## src/rtl/key_pkg.sv

```systemverilog
`default_nettype none
// ============================================================================
// Module      : key_pkg
// Description : Shared types and constants for the key auto-repeat controller.
//               Provides the controller state encoding, the repeat-acceleration
//               threshold, the interval timer width and a single-key detector.
// Revision    : 1.0 - initial release
// ============================================================================
package key_pkg;

   typedef enum logic [1:0] {
      IDLE    = 2'd0,
      DELAY   = 2'd1,
      REPEAT  = 2'd2,
      LOCKOUT = 2'd3
   } state_t;

   // Number of repeat steps after which the faster repeat interval applies
   localparam int ACCEL_THRESH = 8;

   // Width of the interval timer
   localparam int TMR_W = 32;

   // True when exactly one bit of v is set (v is zero-extended by the caller)
   function automatic logic is_single(input logic [7:0] v);
      return (v != 8'd0) && ((v & (v - 8'd1)) == 8'd0);
   endfunction

endpackage
`default_nettype wire

```

## src/rtl/key_repeat_ctrl.sv

```systemverilog
`default_nettype none
// ============================================================================
// Module      : key_repeat_ctrl
// Description : Converts debounced active-low key levels into single-cycle
//               step pulses. A single key press gives one immediate step;
//               holding it gives auto-repeat steps after DELAY_CYC cycles,
//               then one every RATE_CYC cycles. Chords lock out all steps
//               until every key is released. Keys held through reset are
//               ignored until released.
// Ports       : clk      - system clock
//               rst      - synchronous active-high reset
//               key_n    - debounced key levels, 0 = pressed
//               step     - one-cycle step pulse
//               step_idx - index of the key that produced the last step
//               step_rpt - qualifies step as a repeat (not the initial press)
//               busy     - high whenever the controller is not idle
// Options     : KEY_REPEAT_ACCEL_EN - after ACCEL_THRESH repeat steps the
//               repeat interval drops to RATE_CYC/2 (minimum 2) until release
// Revision    : 1.0 - initial release
// ============================================================================
module key_repeat_ctrl
   import key_pkg::*;
#(
   parameter  int NUM_KEYS  = 4,
   parameter  int DELAY_CYC = 50_000_000,
   parameter  int RATE_CYC  = 10_000_000,
   localparam int IDX_W     = $clog2(NUM_KEYS)
) (
   input  logic                clk,
   input  logic                rst,
   input  logic [NUM_KEYS-1:0] key_n,
   output logic                step,
   output logic [IDX_W-1:0]    step_idx,
   output logic                step_rpt,
   output logic                busy
);

   state_t             state, state_nxt;
   logic [TMR_W-1:0]   timer, timer_nxt;
   logic               step_nxt, rpt_nxt;
   logic [IDX_W-1:0]   idx_nxt;
   logic [NUM_KEYS-1:0] pressed;
   logic [NUM_KEYS-1:0] trk_mask;
   logic               single;
   logic [IDX_W-1:0]   first_idx;
   logic [TMR_W-1:0]   lim_m1;

   assign pressed = ~key_n;
   assign single  = is_single(8'(pressed));
   // step_idx only changes on an initial press, so it names the tracked key
   assign trk_mask = {{(NUM_KEYS-1){1'b0}}, 1'b1} << step_idx;

`ifdef KEY_REPEAT_ACCEL_EN
   localparam int RATE_FAST = ((RATE_CYC / 2) < 2) ? 2 : (RATE_CYC / 2);
   logic [7:0] rpt_cnt, rpt_cnt_nxt;
`endif

   // Position of the pressed key; only meaningful when single is true
   always_comb begin
      first_idx = '0;
      for (int i = NUM_KEYS - 1; i >= 0; i--) begin
         if (pressed[i]) first_idx = IDX_W'(i);
      end
   end

   // Terminal timer value for the current interval
   always_comb begin
      lim_m1 = TMR_W'(DELAY_CYC - 1);
      if (state == REPEAT) begin
`ifdef KEY_REPEAT_ACCEL_EN
         lim_m1 = (rpt_cnt >= 8'(ACCEL_THRESH)) ? TMR_W'(RATE_FAST - 1)
                                                 : TMR_W'(RATE_CYC - 1);
`else
         lim_m1 = TMR_W'(RATE_CYC - 1);
`endif
      end
   end

   always_comb begin
      state_nxt = state;
      timer_nxt = timer;
      step_nxt  = 1'b0;
      rpt_nxt   = 1'b0;
      idx_nxt   = step_idx;
`ifdef KEY_REPEAT_ACCEL_EN
      rpt_cnt_nxt = rpt_cnt;
`endif
      case (state)
         IDLE: begin
            if (single) begin
               state_nxt = DELAY;
               step_nxt  = 1'b1;
               idx_nxt   = first_idx;
               timer_nxt = '0;
`ifdef KEY_REPEAT_ACCEL_EN
               rpt_cnt_nxt = 8'd0;
`endif
            end else if (pressed != '0) begin
               state_nxt = LOCKOUT;
            end
         end
         DELAY, REPEAT: begin
            // Release / chord checks win over a timer expiry in the same cycle
            if (pressed == '0) begin
               state_nxt = IDLE;
               timer_nxt = '0;
            end else if (pressed != trk_mask) begin
               state_nxt = LOCKOUT;
               timer_nxt = '0;
            end else if (timer == lim_m1) begin
               state_nxt = REPEAT;
               step_nxt  = 1'b1;
               rpt_nxt   = 1'b1;
               timer_nxt = '0;
`ifdef KEY_REPEAT_ACCEL_EN
               if (rpt_cnt != 8'hFF) rpt_cnt_nxt = rpt_cnt + 8'd1;
`endif
            end else begin
               timer_nxt = timer + TMR_W'(1);
            end
         end
         LOCKOUT: begin
            if (pressed == '0) state_nxt = IDLE;
         end
         default: state_nxt = LOCKOUT;
      endcase
   end

   always_ff @(posedge clk) begin
      if (rst) begin
         state    <= LOCKOUT;
         timer    <= '0;
         step     <= 1'b0;
         step_rpt <= 1'b0;
         step_idx <= '0;
         busy     <= 1'b1;
`ifdef KEY_REPEAT_ACCEL_EN
         rpt_cnt  <= 8'd0;
`endif
      end else begin
         state    <= state_nxt;
         timer    <= timer_nxt;
         step     <= step_nxt;
         step_rpt <= rpt_nxt;
         step_idx <= idx_nxt;
         busy     <= (state_nxt != IDLE);
`ifdef KEY_REPEAT_ACCEL_EN
         rpt_cnt  <= rpt_cnt_nxt;
`endif
      end
   end

endmodule
`default_nettype wire
```

## config.mk

```make
export PLATFORM = sky130hd
export DESIGN_NAME = key_repeat_ctrl
export DESIGN_NICKNAME = d
export VERILOG_FILES = /design/src/rtl/key_pkg.sv /design/src/rtl/key_repeat_ctrl.sv
export SDC_FILE = /design/constraint.sdc
export NUM_CORES = 1
export LEC_CHECK = 0
export BUFFER_PORTS_ARGS = -buffer_cell sky130_fd_sc_hd__buf_2
export CAP_MARGIN = 0
export CORE_ASPECT_RATIO = 0.6
export CORE_MARGIN = 3
export CORE_UTILIZATION = 60
export CTS_CLUSTER_DIAMETER = 30
export DETAILED_ROUTE_END_ITERATION = 8
export PLACE_DENSITY_LB_ADDON = 0.12
export SETUP_SLACK_MARGIN = 0.05
export SKIP_LAST_GASP = 1
export SYNTH_ARGS = -nofsm -noshare
export SYNTH_HDL_FRONTEND = slang
export SYNTH_SLANG_ARGS = --single-unit
```

## constraint.sdc

```tcl
create_clock -name clk -period 2.4 [get_ports clk]
set_input_delay 0.12 -clock clk [delete_from_list [all_inputs] [get_ports clk]]
set_output_delay 0.12 -clock clk [all_outputs]
set_load 0.005 [all_outputs]
```

==> impl_metrics.csv <==
group,metric,value,unit
run_status,status,"finished clean",
critical_path,worstPathRequired,2590,ps
placed_design,portBuffers,10,
critical_path,critPathSlowestCell,"a2111o_1",
sta,finalHoldViolations,0,
power,power_leakage,0.845,nW
global_route,grt_pass1_vias,1634,
routing,via_count,1920,
critical_path,crit_chain,"inv_1, ha_1, and4b_2, nand4_1, a2111o_1, a21oi_1, or2_4, clkbuf_16, nor2_1",
routing,post-route-drc-count,0,
sta,fin_crit_sh,0.941,
cells_and_area,synthToLayoutAreaGrowth,9.46,%
routing,drt-initial-drc-count,156,
clock_tree,htree_levels,2,
synth,synth-warning-count,0,
cells_and_area,n_fill_cell,263,
critical_path,worst-path-max-fanout,16,
global_route,grt-ovfl-total,0,
hold_path,worstHoldStart,"rst",
job,max_cap_violations,0,
synth,synth_async_sr_flop_share,0,
placed_design,dp.cells,312,
clock_tree,clockRootBuffer,"clkbuf_8",
global_route,grt_max_degree,33,
die,die_w,84.1,um
cells_and_area,layout-drive-gt1-share,0.126,
clock_tree,ctsHoldBuffers,0,
placed_design,hpwl,3600,um
cells_and_area,final_util,0.710,
critical_path,timing.reg2reg.setup_slack,140,ps
synth,yosysSeqAreaShare,0.356,
routing,drtPass1Iterations,4,
cells_and_area,final_nets,287,
sta,finalSetupViolations,0,
cells_and_area,fin_cells,322,
clock_tree,numCtsBuffers,5,
die,coreArea,3380,um^2
die,rows,16,
sta,relSlewSlack,0.689,
routing,viasPerCell,5.96,
critical_path,worst_path_largest_cell_delay,480,ps
synth,syn_avg_cell_area,8.34,um^2
critical_path,startpoint,"state[0]$_SDFF_PP1_",
sta,fmax,0.443,GHz
sta,layout_min_cycle_time,2260,ps
routing,routed_wl,5060,um
hold_path,hold_path_class,"input port to flip-flop",
critical_path,crit_path_end_kind,"flip-flop",
clock_tree,cts_tree,"yes",
sta,fin_worst_skew,8.75,ps
synth,synth-edff-count,0,
synth,netlist_top_cells_area,"dfxtp_1, xor2_1, nor2_1",
hold_path,min_path_cells,2,
sta,worst_pin_slew,465,ps
clock_tree,cts_buffer_depth,2,
critical_path,reg2reg_depth,9,
placed_design,globalplace.congestion,0.851,
synth,synth_top_cell_by_area,"dfxtp_1",
synth,yosysTopAreaCellShare,0.356,
critical_path,critPathCapture,"timer[22]$_SDFFE_PP0P_",
power,peakVddDrop,0.497,mV
synth,yosysUniqueCellTypes,46,
placed_design,dpl_cell_area,2270,um^2
synth,synth_cells,263,
sta,hold_ws,100,ps
critical_path,r2r-end,"timer[22]$_SDFFE_PP0P_",
critical_path,path_class,"flip-flop to flip-flop",
synth,syn_nets,274,
sta,fin_tns_setup,0,ps
synth,synth.most_common_cell,"nor2_1",
sta,maxSlewViolCount,0,
critical_path,critPathArrivalTime,2450,ps
die,fp.dieArea,4440,um^2
clock_tree,path_clk_slew,80,ps
global_route,grt.total_usage,0.244,
die,start_util,0.649,
synth,synth-seq-cells,39,
synth,syn_area,2190,um^2
synth,synth-main-ff-cell,"dfxtp_1",
cells_and_area,fin_area,2400,um^2
synth,netlist_top_cells_count,"nor2_1, dfxtp_1, nand2_1, xor2_1",
critical_path,start_kind,"flip-flop",
power,power_density,751,nW/um^2
routing,avgRoutedWirePerCell,15.7,um
routing,postRouteAntennaNets,0,
die,pin_count,11,
clock_tree,cts.sinks,39,
die,dieHeight,52.8,um
global_route,grt_pass1_wl,8360,um
clock_tree,clock_latency,300,ps
global_route,antenna_found_initial,0,
cells_and_area,antenna_cells,0,
sta,rsz0062_at_grt,"false",
critical_path,worstReg2RegStart,"state[0]$_SDFF_PP1_",
-- cell type report --
cell class / instances / area, um^2 / area share
Clock buffer: 5 / 68.8 / 0.0286
Clock inverter: 3 / 15.0 / 0.00625
Inverter: 7 / 26.3 / 0.0109
Multi-Input combinational cell: 207 / 1330 / 0.552
Sequential cell: 39 / 785 / 0.327
Tap cell: 45 / 56.3 / 0.0234
Timing Repair Buffer: 16 / 125 / 0.0521
-- cell usage in the layout, fill, tap and decap left out, types with 5 or more instances in the layout --
cell / n
nor2_1: 44
nor4_1: 10
nand4_1: 16
inv_1: 7
xnor2_1: 16
nor3_1: 7
and3_1: 5
dfxtp_1: 38
nand3_1: 15
xor2_1: 19
a21oi_1: 7
clkbuf_8: 5
buf_2: 10
nand2_1: 20
ha_1: 5
-- registers in the layout, summed over array words and instances, names as in the netlist --
signal and cells:
timer 32, state 2, step_idx 2, busy 1, step 1, step_rpt 1
-- worst min-delay path by stage --
| stage | to |
|---|---|
| 2_1_floorplan | step_rpt$_SDFF_PP0_ |
| 3_3_place_gp | step_idx[1]$_SDFFE_PP0P_ |
| 3_5_place_dp | step_rpt$_SDFF_PP0_ |
| 4_1_cts | step_idx[1]$_SDFFE_PP0P_ |
| 5_1_grt | step_idx[1]$_SDFFE_PP0P_ |
| 6_report | step_idx[1]$_SDFFE_PP0P_ |
-- what timing repair did --
item,in CTS,in global routing
cloned,0,1
setup buffers,0,1
pin swaps,0,2
gates resized for setup,1,4
setup endpoints to repair,2,35
-- through the flow --
| step | setup slack [ps] | total power [mW] |
|---|---|---|
| after floorplan | 318 | 1.19 |
| after global placement | 88.2 | 1.29 |
| after detailed placement | -10.9 | 1.29 |
| after CTS | 111 | 1.72 |
| after global routing | 47.8 | 1.91 |
| final | 143 | 1.80 |
-- cells by family (layout without fill, tap and decap cells) --
group,after synthesis,count (layout),share of synthesized area
and+or+nand+nor,141,141,0.348
DFF,39,39,0.356
xor gates and xnor gates,35,35,0.140
AOI/OAI and AO/OA,25,25,0.0798
buffers and inverters,17,31,0.0439
adders and majority gates,5,5,0.0285
muxes,1,1,0.00456
-- worst max-delay path, delay by kind of cell, from the launching register on --
kind,cells,cell delay [ps]
and+or+nand+nor,4,650
adders and majority gates,1,230
buffers and inverters,2,250
AOI/OAI and AO/OA,2,650
DFF,1,370
-- metal layers --
metal | share of wire | vias up | GRT usage
met3 | 0.073 | 5 | 0.0518
met1 | 0.55 | 894 | 0.400
met4 | 0.0087 | 0 | 0.0722
met5 | 0 | - | 0
li1 | - | 966 | -
met2 | 0.37 | 55 | 0.298
-- report_power, final --
part	switching (mW)	leakage [nW]	internal, mW
logic	0.388	0.482	0.263
clock network	0.233	0.0477	0.199
registers	0.0363	0.315	0.685
Power figures use the tool's default switching activity.
